## src/rtl/picorv32_mem_pkg.sv

```systemverilog
// Shared types and helpers for the PicoRV32 native-port to SRAM bridge.
package picorv32_mem_pkg;

    typedef enum logic [1:0] {
        IDLE  = 2'd0,
        WAIT  = 2'd1,
        ISSUE = 2'd2,
        RESP  = 2'd3
    } state_t;

    localparam int WSTRB_W = 4;
    localparam int DATA_W  = 32;

    // Inclusive byte-address window compare.
    function automatic logic in_window(input logic [31:0] addr,
                                       input logic [31:0] base,
                                       input logic [31:0] limit);
        return (addr >= base) && (addr <= limit);
    endfunction

endpackage

```

## src/rtl/picorv32_mem_lock.sv

```systemverilog
// Sticky write-protect lock and protected-window compare for the memory bridge.
module picorv32_mem_lock
    import picorv32_mem_pkg::*;
#(
    parameter logic [31:0] PROT_BASE  = 32'h0000_0000,
    parameter logic [31:0] PROT_LIMIT = 32'h0000_00FF
) (
    input  logic        clk,
    input  logic        reset,
    input  logic        lock_set,
    input  logic [31:0] addr,
    input  logic        is_write,
    output logic        lock_q,
    output logic        write_blocked
);

    // NOTE: sequential state uses non-blocking assignments so every flop samples pre-edge values.
    always_ff @(posedge clk) begin
        if (reset) begin
            lock_q <= 1'b0;
        end else if (lock_set) begin
            lock_q <= 1'b1;
        end
    end

    assign write_blocked = lock_q && is_write && in_window(addr, PROT_BASE, PROT_LIMIT);

endmodule

```

## src/rtl/picorv32_mem_bridge.sv

```systemverilog
// PicoRV32 native memory port to single-port synchronous SRAM, with wait states
// and a sticky write-protect window.
module picorv32_mem_bridge
    import picorv32_mem_pkg::*;
#(
    parameter int          ADDR_W      = 32,
    parameter int          SRAM_AW     = 10,
    parameter int          WAIT_STATES = 1,
    parameter logic [31:0] PROT_BASE   = 32'h0000_0000,
    parameter logic [31:0] PROT_LIMIT  = 32'h0000_00FF
) (
    input  logic                 clk,
    input  logic                 reset,
    input  logic                 mem_valid,
    input  logic                 mem_instr,
    input  logic [ADDR_W-1:0]    mem_addr,
    input  logic [DATA_W-1:0]    mem_wdata,
    input  logic [WSTRB_W-1:0]   mem_wstrb,
    output logic                 mem_ready,
    output logic [DATA_W-1:0]    mem_rdata,
    input  logic                 lock_set,
    output logic                 lock_q,
    output logic                 prot_fault,
    output logic                 sram_en,
    output logic [WSTRB_W-1:0]   sram_we,
    output logic [SRAM_AW-1:0]   sram_addr,
    output logic [DATA_W-1:0]    sram_wdata,
    input  logic [DATA_W-1:0]    sram_rdata
);

    localparam logic [3:0] WS = 4'(WAIT_STATES);

    state_t               state;
    logic [3:0]           wait_cnt;
    logic [ADDR_W-1:0]    req_addr;
    logic [WSTRB_W-1:0]   req_wstrb;
    logic                 rd_pass;
    logic                 in_range;
    logic                 is_write;
    logic                 write_blocked;
    logic                 issue_ok;
    logic                 unused_ok;

    assign unused_ok = &{1'b0, mem_instr};

    assign in_range = (req_addr[ADDR_W-1:SRAM_AW+2] == '0);
    assign is_write = |req_wstrb;

    // Lock state is sampled live in ISSUE, so a lock_set during WAIT still blocks the write.
    picorv32_mem_lock #(
        .PROT_BASE  (PROT_BASE),
        .PROT_LIMIT (PROT_LIMIT)
    ) u_lock (
        .clk           (clk),
        .reset         (reset),
        .lock_set      (lock_set),
        .addr          (32'(req_addr)),
        .is_write      (is_write),
        .lock_q        (lock_q),
        .write_blocked (write_blocked)
    );

    assign issue_ok  = (state == ISSUE) && in_range && !write_blocked;
    assign sram_en   = issue_ok;
    assign sram_we   = issue_ok ? req_wstrb : '0;
    // SRAM read data arrives in the RESP cycle, so it is steered straight through.
    assign mem_rdata = rd_pass ? sram_rdata : '0;

    always_ff @(posedge clk) begin
        if (reset) begin
            state      <= IDLE;
            wait_cnt   <= '0;
            req_addr   <= '0;
            req_wstrb  <= '0;
            sram_addr  <= '0;
            sram_wdata <= '0;
            mem_ready  <= 1'b0;
            prot_fault <= 1'b0;
            rd_pass    <= 1'b0;
        end else begin
            mem_ready  <= 1'b0;
            prot_fault <= 1'b0;
            rd_pass    <= 1'b0;
            case (state)
                IDLE: begin
                    if (mem_valid) begin
                        req_addr   <= mem_addr;
                        req_wstrb  <= mem_wstrb;
                        sram_addr  <= mem_addr[SRAM_AW+1:2];
                        sram_wdata <= mem_wdata;
                        wait_cnt   <= WS;
                        state      <= (WS == 4'd0) ? ISSUE : WAIT;
                    end
                end
                WAIT: begin
                    wait_cnt <= wait_cnt - 4'd1;
                    if (wait_cnt <= 4'd1) begin
                        state <= ISSUE;
                    end
                end
                ISSUE: begin
                    state      <= RESP;
                    mem_ready  <= 1'b1;
                    prot_fault <= !in_range || write_blocked;
                    rd_pass    <= issue_ok && !is_write;
                end
                RESP: begin
                    state <= IDLE;
                end
                default: state <= IDLE;
            endcase
        end
    end

endmodule

```

## config.mk

```make
export PLATFORM = sky130hd
export DESIGN_NAME = picorv32_mem_bridge
export DESIGN_NICKNAME = d
export VERILOG_FILES = /design/src/rtl/picorv32_mem_pkg.sv /design/src/rtl/picorv32_mem_lock.sv /design/src/rtl/picorv32_mem_bridge.sv
export SDC_FILE = /design/constraint.sdc
export NUM_CORES = 1
export LEC_CHECK = 0
export CAP_MARGIN = 30
export CORE_MARGIN = 3
export CORE_UTILIZATION = 37
export CTS_CLUSTER_SIZE = 12
export DETAILED_ROUTE_END_ITERATION = 6
export GPL_TIMING_DRIVEN = 1
export PLACE_DENSITY = 0.8
export SLEW_MARGIN = 10
export SYNTH_ARGS = -nofsm -noshare
export SYNTH_HDL_FRONTEND = slang
export SYNTH_SLANG_ARGS = --single-unit
```

## constraint.sdc

```tcl
create_clock -name clk -period 2.48 [get_ports clk]
set_clock_uncertainty 0.2 [all_clocks]
set_input_delay 0.496 -clock clk [delete_from_list [all_inputs] [get_ports clk]]
set_output_delay 0.496 -clock clk [all_outputs]
set_load 0.1 [all_outputs]
```

==> results.json, run 1 <==
{
  "outcome": "finished with violations",
  "violations": "setup timing",
  "grt_pass1_wl_um": 15500,
  "crit_start": "req_wstrb[0]",
  "drt_iter0_markers": 147,
  "cts_tree": "done",
  "start_util_pct": 39.2,
  "period_share_pct": 112,
  "fin_ws_ps": -306,
  "nNetsFinal": 679,
  "min_period_ps": 2790,
  "cts_buffers": 9,
  "synthTopCellsByArea": "dfxtp_1 (49%), nand2_1 (16%), a21oi_1 (11%)",
  "clockBufferDepth": 2,
  "nFillCells": 632,
  "antennaDiodeCount": 0,
  "worstSkewPairLatency_ps": 340,
  "worstPathRequired_ps": 1780,
  "dr.pass1.iters": 4,
  "clk_pin_slew_ps": 70,
  "ys_warn_count": 0,
  "io_buffers": 183,
  "post-place-ws_ps": 10.1,
  "ioPinCount": 187,
  "h-tree-depth": 3,
  "routabilityCongestion": 0.909,
  "post_synth.cell_area_avg_sq_um": 7.76,
  "place_hpwl_um": 7620,
  "synthesis.nets": 510,
  "power_leakage_uw": 0.00225,
  "relSlewSlack_pct": 66.3,
  "synth_top_area_share_pct": 49.0,
  "postRouteAntennaNets": 0,
  "grt_max_degree": 39,
  "grtUsageTotal_pct": 19.9,
  "crit_arrival_ps": 2090,
  "postLayoutCoreUtil_pct": 69.6,
  "fp.dieH_um": 97.6,
  "synth.distinct_cells": 28,
  "tightestPinTransition_ps": 501,
  "yosysTopAreaCell": "dfxtp_1",
  "rows": 32,
  "area_growth_pct": 77.7,
  "max_clock_freq_mhz": 359,
  "total_power_uw": 5100,
  "max-vdd-ir-drop_mv": 0.563,
  "hold_path.class": "flip-flop to flip-flop",
  "cp_max_fo": 5,
  "core_area_sq_um": 7930,
  "synth-seq-area-share_pct": 49.0,
  "rr_startpoint": "wait_cnt[0]",
  "start_kind": "flip-flop",
  "fin_tns_setup_ps": -1480,
  "final-hold-violation-count": 0,
  "drv_slew": 0,
  "vias": 3237,
  "min-delay-start": "sram_addr[4]",
  "vias_per_cell": 4.79,
  "cts_sinks": 76,
  "drc_errors": 0,
  "drv_cap": 0,
  "die_x_um": 97.6,
  "gr-total-overflow": 0,
  "setup_violations": 5,
  "antenna_found_initial": 0,
  "grt_pass1_vias": 3147,
  "wire_per_inst_um": 14.5,
  "ys_ff_latch": 76,
  "p_per_area_nw_per_um2": 924,
  "rsz0062_at_grt": "yes",
  "finalWirelength_um": 9820,
  "syn-cell-area_sq_um": 3110,
  "layout-drive-gt1-share_pct": 21.4,
  "critPathCaptureType": "primary output",
  "netlist_instances": 400,
  "clockRootBuffer": "clkbuf_8",
  "worstSetupPathType": "flip-flop to primary output",
  "dieArea_sq_um": 9530
}
per-stage QoR:
stage | std cells | instance area [sq um] | hold WS, ps
finish | 676 | 5520 | 256
global route | 676 | 5520 | 279
CTS | 676 | 5510 | 259
detailed placement | 659 | 5260 | 248
global placement | 659 | 5260 | 242
floorplan | 400 | 3120 | 236
final cells by class:
class	instances	area, sq um	area share, %
inverter	4	15.0	0.272
tap	102	128	2.31
clock inverter	4	70.1	1.27
sequential	76	1520	27.6
clock buffer	12	165	2.99
multi-input combinational	284	1430	25.8
timing repair buffer	194	2190	39.7
sequential cells by signal, indices dropped and copies added (netlist names):
name	count
wait_cnt	4
prot_fault	1
u_lock.lock_q	1
sram_wdata	32
state	2
mem_ready	1
req_addr	21
sram_addr	9
req_wstrb	4
rd_pass	1
synthesized netlist by cell type:
master and instances:
inv_1 4, and3_4 1, or4_1 1, a21o_1 1, nor4b_4 1, a211oi_1 2
buf_2 1, nor2_1 7, or3_1 1, buf_4 10, o21ai_0 3, a21oi_1 69
nor2b_1 2, nand3_1 2, nand2_1 136, buf_1 9, nor4b_1 1, o31a_2 1
clkbuf_1 16, dfxtp_1 76, nor3_1 1, nor4_1 6, o31ai_1 1, nand2b_1 3
and2_1 38, ha_1 5, a22oi_1 1, a2bb2oi_1 1
cells in the final DEF, fill, tap and decap left out, drive strengths merged:
cell type      synthesis  final
clkinv                 0      2
a22oi                  1      1
a21oi                 69     69
a2bb2oi                1      1
bufinv                 0      2
o31a                   1      1
nand3                  2      2
or3                    1      1
o21ai                  3      3
nor3                   1      1
dfxtp                 76     76
or4                    1      1
nor2                   7      7
o31ai                  1      1
nand2                136    136
clkbuf                16     12
clkdlybuf4s50          0    100
ha                     5      5
and3                   1      1
nor2b                  2      2
inv                    4      4
and2                  38     38
nand2b                 3      3
nor4                   6      6
nor4b                  2      2
a211oi                 2      2
buf                   20     94
a21o                   1      1
power by group:
| group | switching (uW) | internal (uW) | total (uW) |
|---|---|---|---|
| sequential | 143 | 1460 | 1610 |
| combinational | 1700 | 707 | 2410 |
| clock | 438 | 646 | 1080 |
layer usage:
metal,routed length [um],track usage (%),vias up
met5,0,0,-
met4,84,5.22,0
met3,653,5.31,10
met2,5170,36.7,126
met1,3910,22.3,1485
li1,-,-,1616
logic make-up after synthesis:
| kind of cell | after synthesis | synth area share [%] |
|---|---|---|
| simple gates | 200 | 29.5 |
| compound gates | 79 | 13.4 |
| flops | 76 | 49.0 |
| buf+inv | 40 | 6.08 |
| fa+ha+maj | 5 | 2.01 |
critical path: stages, from the launching register on:
cell and delay [ps]:
dfxtp_2 320, or4_4 530, and3_4 200, nor4b_4 310
and2_4 220, buf_12 170
timing repair:
item | 4_1_cts | 5_1_grt
buffers inserted | 1 | 0
pin swaps | 3 | 2
gates resized for setup | 2 | 2
endpoints found under the setup margin | 5 | 5
hold buffers | 0 | 0
final timing paths:
check                 end  slack [ps]  cells past startpoint
max reg2reg      state[0]         720                      6
min          sram_addr[4]         260                      2
max            sram_we[2]        -310                      5
min reg2reg  sram_addr[4]         260                      2
Note: power is estimated with default switching activity, not from simulation.
==> inputs of run 2 (changes only) <==
--- a/config.mk
+++ b/config.mk
@@ -7,11 +7,11 @@
 export LEC_CHECK = 0
 export CAP_MARGIN = 30
 export CORE_MARGIN = 3
-export CORE_UTILIZATION = 37
+export CORE_UTILIZATION = 35
 export CTS_CLUSTER_SIZE = 12
 export DETAILED_ROUTE_END_ITERATION = 6
 export GPL_TIMING_DRIVEN = 1
-export PLACE_DENSITY = 0.8
+export PLACE_DENSITY = 0.76
 export SLEW_MARGIN = 10
 export SYNTH_ARGS = -nofsm -noshare
 export SYNTH_HDL_FRONTEND = slang
==> results.json, run 2 (synthesized netlist as in run 1, its figures left out) <==
{
  "drv_slew": 0,
  "nNetsFinal": 677,
  "antennaDiodeCount": 0,
  "min-delay-start": "sram_wdata[3]",
  "cts_tree": "done",
  "dieArea_sq_um": 10000,
  "io_buffers": 183,
  "reg_top3": "sram_wdata x32, req_addr x21, sram_addr x9",
  "wl_met3_um": 801,
  "wire_per_inst_um": 14.4,
  "grt_max_degree": 41,
  "worstPathRequired_ps": 1780,
  "start_kind": "flip-flop",
  "outcome": "finished with violations",
  "fin_area_sq_um": 5420,
  "cts_buffers": 9,
  "worstSetupPathType": "flip-flop to primary output",
  "grt_pass1_wl_um": 14900,
  "wl_met2_um": 5070,
  "max_clock_freq_mhz": 354,
  "vias": 3212,
  "setup_violations": 5,
  "start_util_pct": 36.9,
  "clockBufferDepth": 2,
  "largest_register": "sram_wdata",
  "rsz0062_at_grt": "yes",
  "drv_cap": 0,
  "rows": 33,
  "fin_ws_ps": -342,
  "grtUsageTotal_pct": 18.8,
  "postRouteAntennaNets": 0,
  "critPathCaptureType": "primary output",
  "fp.dieH_um": 100,
  "postLayoutCoreUtil_pct": 64.4,
  "violations": "setup timing",
  "m1WireLength_um": 3780,
  "total_power_uw": 4840,
  "finalWirelength_um": 9760,
  "max-vdd-ir-drop_mv": 0.718,
  "hold_path.class": "flip-flop to flip-flop",
  "final-hold-violation-count": 0,
  "vias_per_cell": 4.74,
  "dr.pass1.iters": 4,
  "relSlewSlack_pct": 63.6,
  "cp_max_fo": 5,
  "area_growth_pct": 74.6,
  "drc_errors": 0,
  "grt_pass1_vias": 3031,
  "cts_sinks": 76,
  "p_per_area_nw_per_um2": 893,
  "clk_pin_slew_ps": 80,
  "postPlaceCellArea_sq_um": 5220,
  "worstSkewPairLatency_ps": 350,
  "clockRootBuffer": "clkbuf_8",
  "power_leakage_uw": 0.00219,
  "antenna_found_initial": 0,
  "period_share_pct": 114,
  "die_x_um": 100,
  "hold_slack_ps": 257,
  "rr_startpoint": "wait_cnt[0]",
  "gr-total-overflow": 0,
  "routabilityCongestion": 0.800,
  "largest_reg_flops": 32,
  "core_area_sq_um": 8420,
  "drt_iter0_markers": 114,
  "hold_buffers": 0,
  "tightestPinTransition_ps": 541,
  "final_common_cell": "nand2_1",
  "place_hpwl_um": 7530,
  "crit_arrival_ps": 2130,
  "crit_start": "req_wstrb[0]",
  "mostFrequentLayoutCells": "nand2_1 (135), clkdlybuf4s50_1 (100), dfxtp_1 (74)",
  "ioPinCount": 187,
  "h-tree-depth": 3,
  "dr.max_layer_used": "met4",
  "min_period_ps": 2820,
  "layout-drive-gt1-share_pct": 21.0
}
run 2: changes by cell type in the layout (fill, tap and decap cells not counted):
cell,previous run,this run
buf_12,39,37
bufinv_16,2,0
clkbuf_8,12,11
clkinv_2,2,1
clkinv_4,0,1
clkinvlp_4,0,3
dfxtp_1,75,74
dfxtp_2,1,2
nor4_1,4,6
nor4_2,2,0
run 2: routing by layer:
layer | vias up | GRT usage (%)
met5 | - | 0
met2 | 137 | 35.2
met1 | 1448 | 20.2
met3 | 13 | 6.12
met4 | 0 | 4.66
li1 | 1614 | -
run 2: layout make-up:
class / count / area (sq um)
Multi-Input combinational cell: 284 / 1410
Tap cell: 105 / 131
Clock inverter: 5 / 36.3
Inverter: 4 / 15.0
Clock buffer: 11 / 151
Timing Repair Buffer: 192 / 2150
Sequential cell: 76 / 1520
Fill cell: 686 / 3000
run 2: timing repair:
action                                  4_1_cts  5_1_grt
endpoints found under the setup margin        5        5
pin swaps                                     3        0
gates resized for setup                       2        1
buffers inserted                              1        0
run 2: critical path, stage by stage (launching register included):
cell and delay, ps:
dfxtp_2 320, or4_4 530, and3_4 200, nor4b_4 330
and2_4 220, buf_12 160
run 2: worst paths after layout:
kind,slack (ps),depth (start not counted),endpoint
min,260,2,sram_wdata[3]
min reg2reg,260,2,sram_wdata[3]
max,-340,5,sram_we[2]
max reg2reg,660,6,state[0]
run 2: report_power, final:
group	internal [uW]	leakage, uW	total (uW)	switching [uW]
logic	667	0.00148	2360	1700
clock network	417	0.0000876	879	462
registers	1460	0.000624	1600	135
run 2: through the flow:
step / worst slack, ps / instances / TNS (ps)
after floorplan: -882 / 400 / -3900
after global placement: 49.3 / 660 / 0
after detailed placement: -8.18 / 660 / -13.8
after CTS: -361 / 677 / -1760
after global routing: -453 / 677 / -2210
final: -342 / 677 / -1670
